**config.mk**
```make
export PLATFORM = sky130hd
export DESIGN_NAME = openram_scan_master
export DESIGN_NICKNAME = d
export VERILOG_FILES = /design/src/rtl/openram_scan_master.sv
export SDC_FILE = /design/constraint.sdc
export NUM_CORES = 1
export LEC_CHECK = 0
export CORE_MARGIN = 2
export CORE_UTILIZATION = 37
export DETAILED_ROUTE_END_ITERATION = 8
export PLACE_DENSITY_LB_ADDON = 0.05
export SYNTH_ARGS = -nofsm -noshare
export SYNTH_HDL_FRONTEND = slang
export SYNTH_SLANG_ARGS = --single-unit
```
**constraint.sdc**
```tcl
create_clock -name clk -period 2 [get_ports clk]
set_input_delay 0.4 -clock clk [delete_from_list [all_inputs] [get_ports clk]]
set_output_delay 0.4 -clock clk [all_outputs]
set_load 0.03 [all_outputs]
```
**src/rtl/openram_scan_master.sv**
```systemverilog
// ============================================================================
// Module   : openram_scan_master
// Brief    : Serializes a command word into the OpenRAM test-chip scan chain,
//            optionally strobes an SRAM capture and shifts the result back.
// Revision : 1.0
// ============================================================================
`default_nettype none

module openram_scan_master #(
  parameter int SELECT_SIZE   = 4,
  parameter int ADDR_SIZE     = 16,
  parameter int DATA_SIZE     = 32,
  parameter int WMASK_SIZE    = 4,
  parameter int SETTLE_CYCLES = 4,
  parameter int PORT_SIZE     = ADDR_SIZE + DATA_SIZE + WMASK_SIZE + 2,
  parameter int TOTAL_SIZE    = SELECT_SIZE + 2 * PORT_SIZE
) (
  input  logic                  clk,
  input  logic                  resetn,
  input  logic                  cmd_valid,
  output logic                  cmd_ready,
  input  logic [TOTAL_SIZE-1:0] cmd_data,
  input  logic                  cmd_readback,
  output logic                  rsp_valid,
  input  logic                  rsp_ready,
  output logic [TOTAL_SIZE-1:0] rsp_data,
  output logic                  busy,
  output logic                  gpio_in,
  output logic                  gpio_scan,
  output logic                  gpio_sram_load,
  output logic                  global_csr,
  input  logic                  gpio_out
);

  localparam int CNT_W    = $clog2(TOTAL_SIZE + 1);
  localparam int c_CSB0   = PORT_SIZE + WMASK_SIZE + 1;
  localparam int c_CSB1   = WMASK_SIZE + 1;
  localparam logic [CNT_W-1:0] c_LAST_SHIFT  = CNT_W'(TOTAL_SIZE - 1);
  localparam logic [CNT_W-1:0] c_LAST_SETTLE = CNT_W'(SETTLE_CYCLES - 1);

  typedef enum logic [2:0] {
    S_IDLE      = 3'd0,
    S_SHIFT_IN  = 3'd1,
    S_SETTLE    = 3'd2,
    S_LOAD      = 3'd3,
    S_SHIFT_OUT = 3'd4,
    S_RESP      = 3'd5
  } state_t;

  state_t                r_state;
  logic [CNT_W-1:0]      r_cnt;
  logic [TOTAL_SIZE-1:0] r_tx_sr;
  logic [TOTAL_SIZE-1:0] r_park_sr;
  logic [TOTAL_SIZE-1:0] r_rx_sr;
  logic                  r_rb;
  logic                  r_gpio_in;
  logic                  r_gpio_scan;
  logic                  r_gpio_sram_load;
  logic                  r_global_csr;
  logic                  r_rsp_valid;
  logic                  r_busy;
  logic                  r_cmd_ready;
  logic [TOTAL_SIZE-1:0] w_park;

  // Shifting the command back in with both chip selects high leaves the chip idle.
  always_comb begin
    w_park         = cmd_data;
    w_park[c_CSB0] = 1'b1;
    w_park[c_CSB1] = 1'b1;
  end

  always_ff @(posedge clk) begin
    if (!resetn) begin
      r_state          <= S_IDLE;
      r_cnt            <= '0;
      r_tx_sr          <= '0;
      r_park_sr        <= '0;
      r_rx_sr          <= '0;
      r_rb             <= 1'b0;
      r_gpio_in        <= 1'b0;
      r_gpio_scan      <= 1'b0;
      r_gpio_sram_load <= 1'b0;
      r_global_csr     <= 1'b1;
      r_rsp_valid      <= 1'b0;
      r_busy           <= 1'b0;
      r_cmd_ready      <= 1'b1;
    end else begin
      case (r_state)
        S_IDLE: begin
          if (cmd_valid && r_cmd_ready) begin
            r_tx_sr     <= cmd_data;
            r_park_sr   <= w_park;
            r_rb        <= cmd_readback;
            r_cnt       <= '0;
            r_state     <= S_SHIFT_IN;
            r_gpio_scan <= 1'b1;
            r_gpio_in   <= cmd_data[TOTAL_SIZE-1];
            r_busy      <= 1'b1;
            r_cmd_ready <= 1'b0;
          end
        end
        S_SHIFT_IN: begin
          // gpio_in is registered, so it is loaded with the bit that becomes MSB next.
          r_tx_sr   <= r_tx_sr << 1;
          r_cnt     <= r_cnt + 1'b1;
          r_gpio_in <= r_tx_sr[TOTAL_SIZE-2];
          if (r_cnt == c_LAST_SHIFT) begin
            r_cnt       <= '0;
            r_gpio_scan <= 1'b0;
            r_gpio_in   <= 1'b0;
            if (r_rb) begin
              r_state      <= S_SETTLE;
              r_global_csr <= 1'b0;
            end else begin
              r_state     <= S_IDLE;
              r_busy      <= 1'b0;
              r_cmd_ready <= 1'b1;
            end
          end
        end
        S_SETTLE: begin
          r_cnt <= r_cnt + 1'b1;
          if (r_cnt == c_LAST_SETTLE) begin
            r_cnt            <= '0;
            r_state          <= S_LOAD;
            r_gpio_sram_load <= 1'b1;
          end
        end
        S_LOAD: begin
          r_state          <= S_SHIFT_OUT;
          r_gpio_sram_load <= 1'b0;
          r_global_csr     <= 1'b1;
          r_gpio_scan      <= 1'b1;
          r_gpio_in        <= r_park_sr[TOTAL_SIZE-1];
        end
        S_SHIFT_OUT: begin
          r_park_sr <= r_park_sr << 1;
          r_rx_sr   <= {r_rx_sr[TOTAL_SIZE-2:0], gpio_out};
          r_cnt     <= r_cnt + 1'b1;
          r_gpio_in <= r_park_sr[TOTAL_SIZE-2];
          if (r_cnt == c_LAST_SHIFT) begin
            r_cnt       <= '0;
            r_gpio_scan <= 1'b0;
            r_gpio_in   <= 1'b0;
            r_state     <= S_RESP;
            r_rsp_valid <= 1'b1;
          end
        end
        S_RESP: begin
          if (rsp_ready) begin
            r_rsp_valid <= 1'b0;
            r_state     <= S_IDLE;
            r_busy      <= 1'b0;
            r_cmd_ready <= 1'b1;
          end
        end
        default: begin
          r_state          <= S_IDLE;
          r_cnt            <= '0;
          r_gpio_in        <= 1'b0;
          r_gpio_scan      <= 1'b0;
          r_gpio_sram_load <= 1'b0;
          r_global_csr     <= 1'b1;
          r_rsp_valid      <= 1'b0;
          r_busy           <= 1'b0;
          r_cmd_ready      <= 1'b1;
        end
      endcase
    end
  end

  assign cmd_ready      = r_cmd_ready;
  assign rsp_valid      = r_rsp_valid;
  assign rsp_data       = r_rx_sr;
  assign busy           = r_busy;
  assign gpio_in        = r_gpio_in;
  assign gpio_scan      = r_gpio_scan;
  assign gpio_sram_load = r_gpio_sram_load;
  assign global_csr     = r_global_csr;

endmodule

`default_nettype wire

```
Yosys cells after proc, flatten, opt, wreduce, memory -nomap -nowiden
Cells that the tools add are included.
Storage, ports and cells
  bits in writable memories: 0
  bits in registers: 353
  latch bits: 0
  memories: 0
  word-level logic and storage cells: 95
  output and inout port bits: 119
  ROM bits: 0
Cells by class
  div/mod/pow operators: 0
  muxes and demuxes: 38
  equal/unequal tests: 15
  bitwise operators: 6
  reduce and logical (&&, ||, !) cells: 22
  multiply operators: 0
  shift operators: 0
  add/subtract/negate cells: 1
  order comparisons: 0
Operators with widths (count)
  112-bit case mux with 2 select lines: 1
  111-bit case mux with 2 select lines: 1
  112-bit 2-to-1 mux: 1
  111-bit 2-to-1 mux: 1
  7-bit case mux with 4 select lines: 1
  7-bit 2-to-1 mux: 3
  3-bit case mux with 6 select lines: 1
  1-bit 2-to-1 mux: 16
  3-bit 2-to-1 mux: 5
  2-bit != test, second input constant: 7
  1-bit case mux with 4 select lines: 3
  2-bit AND reduction: 6
  4-bit OR reduction: 3
  5-bit AND reduction: 2
  3-bit AND reduction: 3
  7-bit by 1-bit adder with 7-bit output, second input constant: 1
  7-bit by 2-bit equality test with 1-bit output, second input constant: 1
  7-bit equality test, second input constant: 1
  3-bit by 2-bit equality test with 1-bit output, second input constant: 2
  3-bit equality test, second input constant: 2
  1-bit NOT: 6
  2-bit OR reduction: 3
  1-bit case mux with 5 select lines: 1
  1-bit case mux with 2 select lines: 2
  other kinds (8): 9

Longest topological paths before layout
  depth after elaboration: 4
  mapped depth: 7
  gate-level depth less buffers: 5

Least setup slack after synthesis
OpenSTA, ideal clock, no wires.
  path kind: register -> register
  from: register r_cmd_ready, in the netlist cmd_ready
  to: register r_tx_sr[18]
  setup time: 0.137 ns
  path slack: 0.218 ns
  stages on the path, launching flop included: 8
  period minus slack after synthesis: 1.782 ns
  arrival time: 1.645 ns
  required time: 1.863 ns
  cell sequence: dfxtp_1 > nand3b_1 > or3_1 > buf_2 > buf_6 > buf_2 > nand2_1 > a31oi_1
On the way
  word-level cells in the longest chain between the ends: 3
Ends and longest elaborated chain
  start, declared: RTL line 62  | logic r_cmd_ready;
  start signal, assigned: RTL line 86  | r_cmd_ready <= 1'b1;
  start signal, assigned: RTL line 99  | r_cmd_ready <= 1'b0;
  start signal, assigned: RTL line 117  | r_cmd_ready <= 1'b1;
  1-bit logical AND: RTL line 90  | if (cmd_valid && r_cmd_ready) begin
  2-bit != test (no source line)
  2-bit AND reduction (no source line)
  end signal, assigned: RTL line 91  | r_tx_sr <= cmd_data;
  end signal, assigned: RTL line 104  | r_tx_sr <= r_tx_sr << 1;
  end, declared: RTL line 52  | logic [TOTAL_SIZE-1:0] r_tx_sr;
No other way between the ends.
A chain may end at the register's enable or synchronous reset.

Final worst setup path
  from: register r_rx_sr[37], in the netlist rsp_data[37]
  to: output rsp_data[37]
RTL lines
  start, declared: RTL line 54  | logic [TOTAL_SIZE-1:0] r_rx_sr;
  start signal, assigned: RTL line 138  | r_rx_sr <= {r_rx_sr[TOTAL_SIZE-2:0], gpio_out};
  end, declared: RTL line 26  | output logic [TOTAL_SIZE-1:0] rsp_data,
No word-level cell between the ends.

==> flow_metrics.py <==
metrics = {
    "worst_setup_path": {
        "worstPathMaxFanout": 3,
        "worstPathCellList": "clkdlybuf4s50_1",
        "critical_path.startpoint_type": "register",
        "criticalPathCategory": "register to primary output",
        "critPathRequiredTime_ps": 1600,
        "critical_path.top_delay_family": "buffers and inverters",
        "worst_path_max_delay_cell": "clkdlybuf4s50_1",
        "critical_path_capture_point_type": "primary output",
        "critPathMaxStageDelay_ps": 680,
        "data_arrival_at_the_endpoint_of_the_critical_path_ps": 1550,
        "cp_num_buf_inv": 1,
    },
    "route": {
        "number_of_antenna_violating_nets_in_the_routed_design": 0,
        "initialDrtViolationCount": 822,
        "dr_total_vias": 12485,
        "route.detailed.vias_per_inst": 5.16,
        "routed_wire_length_per_instance_um": 14.8,
        "detail_route.drc_violations": 0,
        "first_pass_iters": 5,
        "routed_wirelength_mm": 35.8,
    },
    "run_status": {
        "outcome": "finished clean",
    },
    "layout": {
        "utilization_pct": 49.3,
        "postLayoutCellArea_sq_um": 18100,
        "nNetsFinal": 2038,
        "final_standard_cell_count_with_taps_included_and_fillers_excluded": 2418,
        "area_growth_pct": 31.5,
        "post_route_cells_drive_above_1_share_pct": 6.83,
    },
    "grt": {
        "globalRouteTotalUtil_pct": 18.0,
        "grt_pass1_vias": 11404,
        "grt_max_degree": 105,
        "grt_overflow": 0,
        "grt_antenna_before_repair": 1,
        "grt_pass1_wl_mm": 58.7,
    },
    "clock_network": {
        "cts-root-buf": "clkbuf_16",
        "cts_num_sinks": 353,
        "tritoncts_clock_tree": "yes",
        "cts_max_level": 2,
        "cts_hold_buffers": 0,
        "postCtsSetupBuffers": 0,
        "clkSlewWorstSetupHoldPaths_ps": 60,
        "ctsLongestPathBuffers": 3,
        "insertion_delay_ps": 520,
        "cts_buffers": 40,
    },
    "die": {
        "design.core.area_sq_um": 36600,
        "dieHeight_um": 197,
        "die_w_um": 197,
        "io_pins": 237,
        "initial_core_util_pct": 37.5,
        "fp.dieArea_sq_um": 38700,
        "core.rowCount": 70,
    },
    "yosys": {
        "asyncSetResetFlopFracSynth_pct": 0,
        "register_area_share_after_synthesis_pct": 51.5,
        "synthesis.instances": 1745,
        "synth_cell_types": 51,
        "synth-edff-count": 0,
        "synth_warnings": 0,
        "post_synth.cell_area_avg_sq_um": 7.87,
        "synthesis.area_sq_um": 13700,
        "synth_nets": 1864,
        "synth_seq_cells": 353,
        "synth_top_flop_cell": "dfxtp_1",
    },
    "timing": {
        "timing_max_transition_violations_final": 0,
        "period_minus_slack_ps": 1950,
        "timing.clock.skew_ps": 7.00,
        "setup_viol_count_final": 0,
        "max-slew-margin-rel_pct": 62.4,
        "achievable-frequency_mhz": 513,
        "worst_margin_pin_slew_ps": 562,
        "tns_ps": 0,
        "report.final.hold_viol_count": 0,
        "final.period_utilization_pct": 97.5,
    },
    "pwr": {
        "vdd_ir_max_mv": 0.525,
        "seqPwrFrac_pct": 46.6,
        "combinationalPowerShare_pct": 10.4,
        "swShare_pct": 24.5,
        "clock_power_share_pct": 43.0,
        "power.density_nw_per_um2": 918,
        "net-switching-power_mw": 4.06,
        "intPower_mw": 12.5,
        "power.static_leakage_nw": 7.46,
    },
    "place": {
        "io_buffer_count": 236,
        "postPlaceCellArea_sq_um": 16700,
        "place.gp.congestion": 0.778,
        "hpwlAfterDp_mm": 22.7,
        "numPlacedInstances": 2345,
    },
    "min_path": {
        "holdCritPathClass": "input pin to register",
    },
    "flow_run": {
        "max_cap_viol_count": 0,
    },
}
repair_timing:
item / in CTS / in global routing
gates resized for setup: 35 / 61
cloned: 0 / 0
endpoints found under the setup margin: 35 / 64
synthesized netlist by cell type, types with 2 or more instances:
cell      number  area share [%]
inv_2          2           0.055
nand3b_1       2            0.11
nor4bb_1       2            0.15
buf_4          5            0.27
o211ai_1       2            0.11
dfxtp_1      353              51
and2_1         2           0.091
a311oi_2       2            0.22
nor2_1        13            0.36
o21ai_0      211             7.7
nand3_1        6            0.22
buf_2         64             2.3
o22ai_1        2           0.091
a31oi_1      220              10
or3_1          2           0.091
nand2_1      574              16
a211oi_1       2            0.11
a21oi_1      128             4.7
o31ai_1        4            0.22
or3b_1         2            0.13
inv_1          3           0.082
buf_6          6            0.49
clkbuf_1      82             2.2
nor3_1         4            0.15
and3b_1        2            0.13
o21ai_1       20            0.73
o21a_1         3            0.16
and3_1         2           0.091
nand2b_1       3            0.14
placed cells by master, fill, tap and decap left out, types with 3 or more instances in the layout:
cell | Yosys | layout
clkbuf_1 | 82 | 9
dfxtp_1 | 353 | 352
buf_4 | 5 | 29
buf_12 | 0 | 24
nor2_1 | 13 | 13
clkdlybuf4s50_1 | 0 | 140
o21ai_1 | 20 | 20
inv_6 | 0 | 3
nand2b_1 | 3 | 3
clkbuf_16 | 0 | 41
a21oi_1 | 128 | 128
clkbuf_8 | 0 | 10
o21a_1 | 3 | 3
o21ai_0 | 211 | 211
nor3_1 | 4 | 4
clkinv_2 | 0 | 6
inv_1 | 3 | 3
o31ai_1 | 4 | 4
a31oi_1 | 220 | 220
dlymetal6s2s_1 | 0 | 60
diode_2 | 0 | 3
nand2_1 | 574 | 574
nand3_1 | 6 | 6
dlygate4sd2_1 | 0 | 35
sequential cells by signal, indices dropped and copies added, names as in the netlist, 3 cells and up:
name,count
r_park_sr,112
r_state,3
rsp_data,112
r_tx_sr,111
r_cnt,7
power groups by stage:
stage          clock [mW]  combinational [mW]  sequential, mW
6_report             7.12                1.72            7.73
2_1_floorplan           0                1.11            7.83
5_1_grt              7.63                1.95            7.79
3_5_place_dp            0                1.74            7.87
3_3_place_gp            0                1.73            7.87
4_1_cts              7.35                1.75            7.73
stage by stage:
| step | setup slack (ps) | hold WS, ps | total power, mW |
|---|---|---|---|
| 6_report | 50.0 | 198 | 16.6 |
| 5_1_grt | -1.16 | 183 | 17.4 |
| 4_1_cts | 1.25 | 171 | 16.8 |
| 3_5_place_dp | -183 | 458 | 9.61 |
| 3_3_place_gp | -187 | 448 | 9.60 |
| 2_1_floorplan | 218 | 445 | 8.93 |
cell families after synthesis:
kind of cell | synth area share, %
and+or+nand+nor | 17.9
adders and majority gates | 0.0911
DFF | 51.5
AOI/OAI and AO/OA | 25.1
buffers and inverters | 5.48
layer usage:
| layer | vias to the layer above | share of wire, % | track usage (%) |
|---|---|---|---|
| met4 | 0 | 1.6 | 4.51 |
| met3 | 45 | 5.4 | 3.25 |
| met5 | - | 0 | 0 |
| li1 | 6393 | - | - |
| met1 | 5770 | 50 | 26.4 |
| met2 | 277 | 43 | 27.1 |
path summary, 6_finish.rpt:
path | start | cells after the start | slack [ps] | endpoint
worst min-delay path | resetn | 2 | 200 | r_cnt[2]$_SDFFE_PN0P_
worst min register to register | rsp_data[3]$_SDFFE_PN0N_ | 2 | 460 | rsp_data[4]$_SDFFE_PN0N_
worst max register to register | r_state[0]$_SDFFE_PN0P_ | 5 | 160 | r_tx_sr[5]$_SDFFE_PN0P_
worst max-delay path | rsp_data[37]$_SDFFE_PN0N_ | 1 | 50 | rsp_data[37]
cell type report:
cell class / instances / area [sq um]
Sequential cell: 353 / 7070
Inverter: 5 / 21.3
Clock inverter: 10 / 86.3
Timing Repair Buffer: 289 / 3170
Multi-Input combinational cell: 1230 / 5930
Tap cell: 468 / 586
Clock buffer: 60 / 1200
Fill cell: 3567 / 18500
Antenna cell: 3 / 7.51
No activity file was read; power rests on OpenSTA's default activity.
